<file path="config.mk">
export PLATFORM = sky130hd
export DESIGN_NAME = tpu_job_sequencer_flat
export DESIGN_NICKNAME = d
export VERILOG_FILES = /design/src/rtl/tpu_seq_pkg.sv /design/src/rtl/tpu_job_sequencer_if.sv /design/src/rtl/tpu_seq_outbuf.sv /design/src/rtl/tpu_job_sequencer.sv /design/src/flat_wrapper.sv
export SDC_FILE = /design/constraint.sdc
export NUM_CORES = 1
export LEC_CHECK = 0
export ABC_AREA = 0
export BUFFER_PORTS_ARGS = -buffer_cell sky130_fd_sc_hd__buf_4
export CAP_MARGIN = 20
export CORE_ASPECT_RATIO = 1.2
export CORE_MARGIN = 10
export CORE_UTILIZATION = 43
export CTS_CLUSTER_SIZE = 10
export DETAILED_ROUTE_END_ITERATION = 6
export PLACE_DENSITY = 0.86
export SLEW_MARGIN = 0
export SYNTH_ARGS = -nofsm -noshare
export SYNTH_HDL_FRONTEND = slang
export SYNTH_SLANG_ARGS = --single-unit
</file>
<file path="constraint.sdc">
create_clock -name clk -period 6.25 [get_ports clk]
set_input_delay 1.875 -clock clk [delete_from_list [all_inputs] [get_ports clk]]
set_output_delay 1.875 -clock clk [all_outputs]
set_load 0.05 [all_outputs]
</file>
<file path="src/rtl/tpu_seq_pkg.sv">
// Shared types and TPU address map for the TPU job sequencer.
package tpu_seq_pkg;

  typedef enum logic [2:0] {
    IDLE,
    CLEAR_C,
    LOAD_A,
    LOAD_B,
    START_MM,
    WAIT_MM,
    READ_C,
    DONE
  } state_t;

  localparam logic [15:0] A_BASE  = 16'h0100;
  localparam logic [15:0] B_BASE  = 16'h0200;
  localparam logic [15:0] C_BASE  = 16'h0300;
  localparam logic [15:0] MM_ADDR = 16'h0400;

  // Rows and half-rows sit on an 8-byte stride from their base address.
  function automatic logic [15:0] slot_addr(input logic [15:0] base, input logic [15:0] slot);
    return base + (slot << 3);
  endfunction

endpackage

</file>
<file path="src/rtl/tpu_job_sequencer_if.sv">
// Job control, input/output streams and TPU slave-port bus of the sequencer.
interface tpu_job_sequencer_if #(
  parameter int ADDRW = 16,
  parameter int DATAW = 64
);
  logic             start;
  logic             busy;
  logic             done;
  logic             in_valid;
  logic             in_ready;
  logic [DATAW-1:0] in_data;
  logic             out_valid;
  logic             out_ready;
  logic [DATAW-1:0] out_data;
  logic             tpu_r_w;
  logic [ADDRW-1:0] tpu_addr;
  logic [DATAW-1:0] tpu_wdata;
  logic [DATAW-1:0] tpu_rdata;

  modport master (
    input  start, in_valid, in_data, out_ready, tpu_rdata,
    output busy, done, in_ready, out_valid, out_data, tpu_r_w, tpu_addr, tpu_wdata
  );

  modport slave (
    output start, in_valid, in_data, out_ready, tpu_rdata,
    input  busy, done, in_ready, out_valid, out_data, tpu_r_w, tpu_addr, tpu_wdata
  );
endinterface

</file>
<file path="src/rtl/tpu_seq_outbuf.sv">
// One-entry valid/ready holding register; a load replaces the entry even while it is being drained.
module tpu_seq_outbuf #(
  parameter int DATAW = 64
) (
  input  logic             clk,
  input  logic             rst,
  input  logic             load,
  input  logic [DATAW-1:0] load_data,
  input  logic             out_ready,
  output logic             out_valid,
  output logic [DATAW-1:0] out_data
);
  localparam int LANES = DATAW / 16;

  logic valid_reg;

  always_ff @(posedge clk) begin
    if (rst) begin
      valid_reg <= 1'b0;
    end else if (load) begin
      valid_reg <= 1'b1;
    end else if (out_ready) begin
      valid_reg <= 1'b0;
    end
  end

  // Data only moves on a load, so it stays frozen while the consumer stalls.
  for (genvar gi = 0; gi < LANES; gi++) begin : g_lane
    logic [15:0] lane_reg;

    always_ff @(posedge clk) begin
      if (rst) begin
        lane_reg <= '0;
      end else if (load) begin
        lane_reg <= load_data[16*gi +: 16];
      end
    end

    assign out_data[16*gi +: 16] = lane_reg;
  end

  assign out_valid = valid_reg;

endmodule

</file>
<file path="src/rtl/tpu_job_sequencer.sv">
// Drives one matmul job through the TPU slave port: load A/B, trigger, wait, stream C back.
// Build option TPU_SEQ_CLEAR_C_EN zeroes the C buffer before each job instead of accumulating.
module tpu_job_sequencer
  import tpu_seq_pkg::*;
#(
  parameter int DIM            = 8,
  parameter int ADDRW          = 16,
  parameter int DATAW          = 64,
  parameter int COMPUTE_CYCLES = 26
) (
  input logic                 clk,
  input logic                 rst,
  tpu_job_sequencer_if.master bus
);
  localparam int IDXW  = $clog2(2 * DIM);
  localparam int WCNTW = $clog2(COMPUTE_CYCLES + 1);

  state_t            state_reg, state_next;
  logic [IDXW-1:0]   idx_reg, idx_next;
  logic [WCNTW-1:0]  wcnt_reg, wcnt_next;
  logic              rd_done_reg, rd_done_next;

  logic              buf_load;
  logic              buf_valid;
  logic [DATAW-1:0]  buf_data;

  logic              busy_c, done_c, in_ready_c, r_w_c;
  logic [ADDRW-1:0]  addr_c;
  logic [DATAW-1:0]  wdata_c;

  always_ff @(posedge clk) begin
    if (rst) begin
      state_reg   <= IDLE;
      idx_reg     <= '0;
      wcnt_reg    <= '0;
      rd_done_reg <= 1'b0;
    end else begin
      state_reg   <= state_next;
      idx_reg     <= idx_next;
      wcnt_reg    <= wcnt_next;
      rd_done_reg <= rd_done_next;
    end
  end

  always_comb begin
    state_next   = state_reg;
    idx_next     = idx_reg;
    wcnt_next    = wcnt_reg;
    rd_done_next = rd_done_reg;
    busy_c       = (state_reg != IDLE);
    done_c       = 1'b0;
    in_ready_c   = 1'b0;
    r_w_c        = 1'b0;
    addr_c       = '0;
    wdata_c      = '0;
    buf_load     = 1'b0;

    case (state_reg)
      IDLE: begin
        if (bus.start) begin
          idx_next     = '0;
          rd_done_next = 1'b0;
`ifdef TPU_SEQ_CLEAR_C_EN
          state_next   = CLEAR_C;
`else
          state_next   = LOAD_A;
`endif
        end
      end

      CLEAR_C: begin
        r_w_c  = 1'b1;
        addr_c = ADDRW'(slot_addr(C_BASE, 16'(idx_reg)));
        if (idx_reg == IDXW'(2 * DIM - 1)) begin
          idx_next   = '0;
          state_next = LOAD_A;
        end else begin
          idx_next = idx_reg + IDXW'(1);
        end
      end

      LOAD_A: begin
        in_ready_c = 1'b1;
        if (bus.in_valid) begin
          r_w_c   = 1'b1;
          addr_c  = ADDRW'(slot_addr(A_BASE, 16'(idx_reg)));
          wdata_c = bus.in_data;
          if (idx_reg == IDXW'(DIM - 1)) begin
            idx_next   = '0;
            state_next = LOAD_B;
          end else begin
            idx_next = idx_reg + IDXW'(1);
          end
        end
      end

      // B words all go to one address; the TPU sequences them internally.
      LOAD_B: begin
        in_ready_c = 1'b1;
        if (bus.in_valid) begin
          r_w_c   = 1'b1;
          addr_c  = ADDRW'(B_BASE);
          wdata_c = bus.in_data;
          if (idx_reg == IDXW'(DIM - 1)) begin
            idx_next   = '0;
            state_next = START_MM;
          end else begin
            idx_next = idx_reg + IDXW'(1);
          end
        end
      end

      START_MM: begin
        r_w_c      = 1'b1;
        addr_c     = ADDRW'(MM_ADDR);
        wcnt_next  = '0;
        state_next = WAIT_MM;
      end

      WAIT_MM: begin
        if (wcnt_reg == WCNTW'(COMPUTE_CYCLES - 1)) begin
          idx_next     = '0;
          rd_done_next = 1'b0;
          state_next   = READ_C;
        end else begin
          wcnt_next = wcnt_reg + WCNTW'(1);
        end
      end

      // A read is only issued when its result can be captured the same cycle.
      READ_C: begin
        if (!rd_done_reg && (!buf_valid || bus.out_ready)) begin
          addr_c   = ADDRW'(slot_addr(C_BASE, 16'(idx_reg)));
          buf_load = 1'b1;
          if (idx_reg == IDXW'(2 * DIM - 1)) begin
            rd_done_next = 1'b1;
          end else begin
            idx_next = idx_reg + IDXW'(1);
          end
        end
        if (rd_done_reg && buf_valid && bus.out_ready) begin
          state_next = DONE;
        end
      end

      DONE: begin
        done_c     = 1'b1;
        state_next = IDLE;
      end

      default: begin
        state_next = IDLE;
      end
    endcase
  end

  tpu_seq_outbuf #(
    .DATAW(DATAW)
  ) u_outbuf (
    .clk       (clk),
    .rst       (rst),
    .load      (buf_load),
    .load_data (bus.tpu_rdata),
    .out_ready (bus.out_ready),
    .out_valid (buf_valid),
    .out_data  (buf_data)
  );

  assign bus.busy      = busy_c;
  assign bus.done      = done_c;
  assign bus.in_ready  = in_ready_c;
  assign bus.out_valid = buf_valid;
  assign bus.out_data  = buf_data;
  assign bus.tpu_r_w   = r_w_c;
  assign bus.tpu_addr  = addr_c;
  assign bus.tpu_wdata = wdata_c;

endmodule

</file>
<file path="src/flat_wrapper.sv">
// flat-port wrapper written by rule: the top's interface ports become plain ports
module tpu_job_sequencer_flat import tpu_seq_pkg::*;
#(
  parameter int DIM            = 8,
  parameter int ADDRW          = 16,
  parameter int DATAW          = 64,
  parameter int COMPUTE_CYCLES = 26
)
  (clk, rst, bus_start, bus_in_valid, bus_in_data, bus_out_ready, bus_tpu_rdata, bus_busy, bus_done, bus_in_ready, bus_out_valid, bus_out_data, bus_tpu_r_w, bus_tpu_addr, bus_tpu_wdata);
  tpu_job_sequencer_if #(.ADDRW(ADDRW), .DATAW(DATAW)) bus_i ();
  input logic clk;
  input logic rst;
  input wire logic [$bits(bus_i.start)-1:0] bus_start;
  input wire logic [$bits(bus_i.in_valid)-1:0] bus_in_valid;
  input wire logic [$bits(bus_i.in_data)-1:0] bus_in_data;
  input wire logic [$bits(bus_i.out_ready)-1:0] bus_out_ready;
  input wire logic [$bits(bus_i.tpu_rdata)-1:0] bus_tpu_rdata;
  output wire logic [$bits(bus_i.busy)-1:0] bus_busy;
  output wire logic [$bits(bus_i.done)-1:0] bus_done;
  output wire logic [$bits(bus_i.in_ready)-1:0] bus_in_ready;
  output wire logic [$bits(bus_i.out_valid)-1:0] bus_out_valid;
  output wire logic [$bits(bus_i.out_data)-1:0] bus_out_data;
  output wire logic [$bits(bus_i.tpu_r_w)-1:0] bus_tpu_r_w;
  output wire logic [$bits(bus_i.tpu_addr)-1:0] bus_tpu_addr;
  output wire logic [$bits(bus_i.tpu_wdata)-1:0] bus_tpu_wdata;
  assign bus_i.start = bus_start;
  assign bus_i.in_valid = bus_in_valid;
  assign bus_i.in_data = bus_in_data;
  assign bus_i.out_ready = bus_out_ready;
  assign bus_i.tpu_rdata = bus_tpu_rdata;
  assign bus_busy = bus_i.busy;
  assign bus_done = bus_i.done;
  assign bus_in_ready = bus_i.in_ready;
  assign bus_out_valid = bus_i.out_valid;
  assign bus_out_data = bus_i.out_data;
  assign bus_tpu_r_w = bus_i.tpu_r_w;
  assign bus_tpu_addr = bus_i.tpu_addr;
  assign bus_tpu_wdata = bus_i.tpu_wdata;
  tpu_job_sequencer #(.DIM(DIM), .ADDRW(ADDRW), .DATAW(DATAW), .COMPUTE_CYCLES(COMPUTE_CYCLES)) u_core (.clk(clk), .rst(rst), .bus(bus_i));
endmodule
</file>
Yosys cells after proc, flatten, opt, wreduce, memory -nomap -nowiden:

Cells that the tools add are included.

* output and inout bits: 149
* flip-flop bits (word level): 78

* equal/unequal tests: 23
* add/subtract/negate cells: 4
* reduce and logical (&&, ||, !) cells: 18
* multiplexer cells: 38

Operators by type and width (number)
* 64-bit 2-to-1 mux: 2
* 16-bit one-hot mux with 5 select lines: 1
* 16-bit 2-to-1 mux: 2
* 4-bit 2-to-1 mux: 7
* 3-bit 2-to-1 mux: 8
* 3-bit one-hot mux with 8 select lines: 1
* 4-bit one-hot mux with 5 select lines: 1
* 2-bit by 1-bit != test with 1-bit output (second input constant): 8
* 3-bit == test (second input constant): 4
* 10-bit by 7-bit adder with 11-bit output (first input constant): 1
* 1-bit 2-to-1 mux: 11
* 9-bit by 7-bit adder with 10-bit output (first input constant): 1
* 10-bit 2-to-1 mux: 1
* 2-bit != test (second input constant): 5
* 5-bit one-hot mux with 2 select lines: 1
* 8-bit AND reduction: 1
* 3-bit by 2-bit == test with 1-bit output (second input constant): 2
* 6-bit AND reduction: 1
* 3-bit nonzero test: 2
* 5-bit by 1-bit adder with 5-bit output (second input constant): 1
* 5-bit == test (second input constant): 1
* 5-bit 2-to-1 mux: 1
* 5-bit AND reduction: 1
* 5-bit nonzero test: 1
* other kinds (13): 18

Depth between registers and ports, before layout:

* word-level depth: 6
* depth in mapped cells: 7
* depth with buffers taken out: 7

Modules after synthesis:

From an unflattened synthesis, not the netlist that was laid out.

* cell total of the unflattened synthesis: 418
* area total of the unflattened synthesis: 3821.2 sq um

Modules (own cells, without submodules)
* tpu_seq_outbuf: cells each 210, instances 1, area an instance 2344.7 sq um, seq. area each 1301.2 sq um
* tpu_job_sequencer: cells each 208, instances 1, area an instance 1476.4 sq um, seq. area each 260.2 sq um

Worst setup path before layout:

Ideal clock, no wire load.

* kind: input -> output
* from: input bus_out_ready
* to: output bus_tpu_addr[9]
* data arrival time: 3.187 ns
* stages on the path: 6
* path slack: 1.188 ns
* required time: 4.375 ns
* buffers on the path: 2
* cells stage by stage: nand2b_1 > nand3b_1 > nand2b_1 > buf_4 > buf_4 > o21ai_0

* cells in the longest elaborated chain, start to end: 4

Ends and longest elaborated chain
* start: declaration: RTL line flat_wrapper.sv:16 `input wire logic [$bits(bus_i.out_ready)-1:0] bus_out_ready;`
* 1-bit logical OR: RTL line tpu_job_sequencer.sv:132 `if (!rd_done_reg && (!buf_valid || bus.out_ready)) begin`
* 1-bit logical AND: RTL line tpu_job_sequencer.sv:132
* 16-bit 2-to-1 mux: RTL line tpu_job_sequencer.sv:132
* 16-bit one-hot mux with 5 select lines: RTL line tpu_job_sequencer.sv:58 `case (state_reg)`
* end: declaration: RTL line flat_wrapper.sv:24 `output wire logic [$bits(bus_i.tpu_addr)-1:0] bus_tpu_addr;`

Every way passes these cells.

Final worst setup path:

* from: input bus_out_ready
* to: output bus_tpu_addr[3]

The elaborated chain is that of the path after synthesis.

==> metrics <==
status=completed; RSZ-0062 raised after global routing=no; Highest Clock Rate=around 200 MHz; synthesized instance count=approximately 480; DP HPWL=13600 um; grt ovf=0; TNS Setup=0 ns; Startpoint Class=input port; RePlAce Congestion=0.861; count leader, synth=nand2_1; Synth Warn #=0; # DRC=0; # rows=37; Tmin final=4.98 ns; PD cells=roughly 210 mW/mm2; Reg clk slew, reported paths=0.08 ns; Clock Path Buffers=2; Post-synth EDFFs=0; CTS sink cnt=78; CP Max Fanout=5; Finished Cell Area=a little under 0.006 mm2; count of final max-slew check failures=0; vias in the first global route=between 4000 and 5000; Resized Gates After CTS=0; Placement Cell Area=0.00573 mm2; layout cells sized above 1=47.2%; Netlist cell types=42; Slew headroom=45.9%; final WL=16800 um; Most used DFF post-synth=dfxtp_1; Final setup viols=0; number of post-CTS setup repair buffers=0; area grow syn2layout=60.1%; Post-DRT Antenna Nets=0; Worst-Margin Slew=0.811 ns; Syn Area/Cell=7.68 um2; area leader, netlist=dfxtp_1; Skew-Pair Late Insertion Delay=between 0.3 and 0.4 ns; GRT Total Usage=24.9%; P_leak=2.75 nW; hold crit path type=flop to flop; initial antenna violation count=0; Arr. time, crit path=slightly above 3 ns; Setup CP Type=input port to output pin; Post-Syn Area=0.00371 mm2; register area share after synthesis=42.1%; TritonCTS clock tree=built; Hold Buf Count CTS=0; R2R Path Start=u_core.state_reg[2]$_SDFFE_PP0P_; Die Wd=105 um; H-tree levels=3; core area=approximately 0.0085 mm2; Fillers=slightly below 700; first-pass GRT wire length=between 20000 and 25000 um; Largest register FFs=64; Starting Density=43.5%; vias=4295; total die area=~0.013 mm2; synth cell count leaders=136 x nand2_1, 78 x dfxtp_1, 77 x a21oi_1; largest net degree at the start of global routing=77; I/O pin count=282; die height=122 um; ant diodes=0; Clock Tree Root=clkbuf_8; post-synth top area share=42.1%; worst vdd ir=around 0.00017 V; nets@finish=872; Port Buffer Count=272; Avg WL per Cell=a little under 20 um; Final Hold Viols=0; Worst Setup End Kind=output pin; Via density=5.01; Synth async-reset ratio=0%; iteration count of the initial detailed-routing pass=5; DR iter-0 viols=roughly 380; CP startpoint=bus_out_ready; worst hold path startpoint=u_core.u_outbuf.g_lane[3].lane_reg[4]$_SDFFE_PP0P_; Num CTS Buffers=9; Tcrit/Tclk final=79.6%; CP Data Required Time=4.38 ns; max-cap violations=0; flops & latches, synth=78; largest cells by area after synthesis=dfxtp_1 42%, nand2_1 14%, a21oi_1 10%; Setup Skew=0.00899 ns
[cell families after synthesis]
logic type | count (synthesis) | synth area share [%]
AOI/OAI and AO/OA | 94 | 13.9
xor gates and xnor gates | 5 | 1.18
adders and majority gates | 3 | 1.01
buffers and inverters | 49 | 7.05
DFF | 78 | 42.1
other | 1 | 0.101
and+or+nand+nor | 253 | 34.6
[worst paths after layout]
| check | to | cells after the start | slack, ns |
|---|---|---|---|
| max | bus_tpu_addr[3] | 7 | 1.27 |
| min | u_core.u_outbuf.g_lane[3].lane_reg[4]$_SDFFE_PP0P_ | 2 | 0.46 |
| max reg2reg | u_core.rd_done_reg$_SDFFE_PP0P_ | 5 | 3.97 |
| min reg2reg | u_core.u_outbuf.g_lane[3].lane_reg[4]$_SDFFE_PP0P_ | 2 | 0.46 |
[layout make-up]
class                      instances  area, um2  area share, %
inverter                           7       26.3          0.443
clock buffer                      11        151           2.55
tap                              117        146           2.47
sequential                        78       1560           26.3
timing repair buffer             276       2070           34.9
multi-input combinational        364       1920           32.4
clock inverter                     4       55.1          0.928
[report_power, final]
part | total (W) | internal, W | leakage [nW] | switching (W)
logic | 0.000329 | 0.000126 | 2.02 | 0.000203
registers | 0.000510 | 0.000500 | 0.629 | 0.0000103
clock network | 0.000396 | 0.000206 | 0.102 | 0.000190
[cells in the final DEF, fill, tap and decap left out, drive strengths merged, types with 2 or more instances in the layout]
cell	n
nand3	6
nor3	8
buf	276
ha	3
a31oi	3
conb	9
dfxtp	78
nor2b	5
nand2b	5
o21ai	4
clkbuf	11
nand4b	2
nor2	14
and2	66
inv	8
and3	2
xor2	4
a21oi	77
or2	2
or3	2
nand2	136
o31ai	2
nand3b	3
[stage by stage]
step                worst slack [ns]  cells  hold WS (ns)  total power, W  util [%]
floorplan                       1.19    491         0.458        0.000723         -
global placement                1.29    842         0.442        0.000847      67.2
detailed placement              1.28    842         0.447        0.000850      67.2
CTS                             1.28    857         0.458         0.00124      69.7
global route                    1.15    857         0.482         0.00128      69.7
finish                          1.27    857         0.460         0.00124      69.7
[critical path, stage by stage]
cell	delay, ns
buf_4	0.11
nand2b_1	0.16
nand3b_1	0.17
o21ai_0	0.12
a22oi_1	0.35
nor2b_1	0.10
buf_4	0.20
[routing by layer]
layer	GRT usage [%]	wire (um)	vias up
met5	0	0	-
met4	8.33	274	0
met3	12.4	2410	18
met2	40.5	7890	279
met1	27.9	6230	1954
li1	-	-	2044
Power figures use the tool's default switching activity.
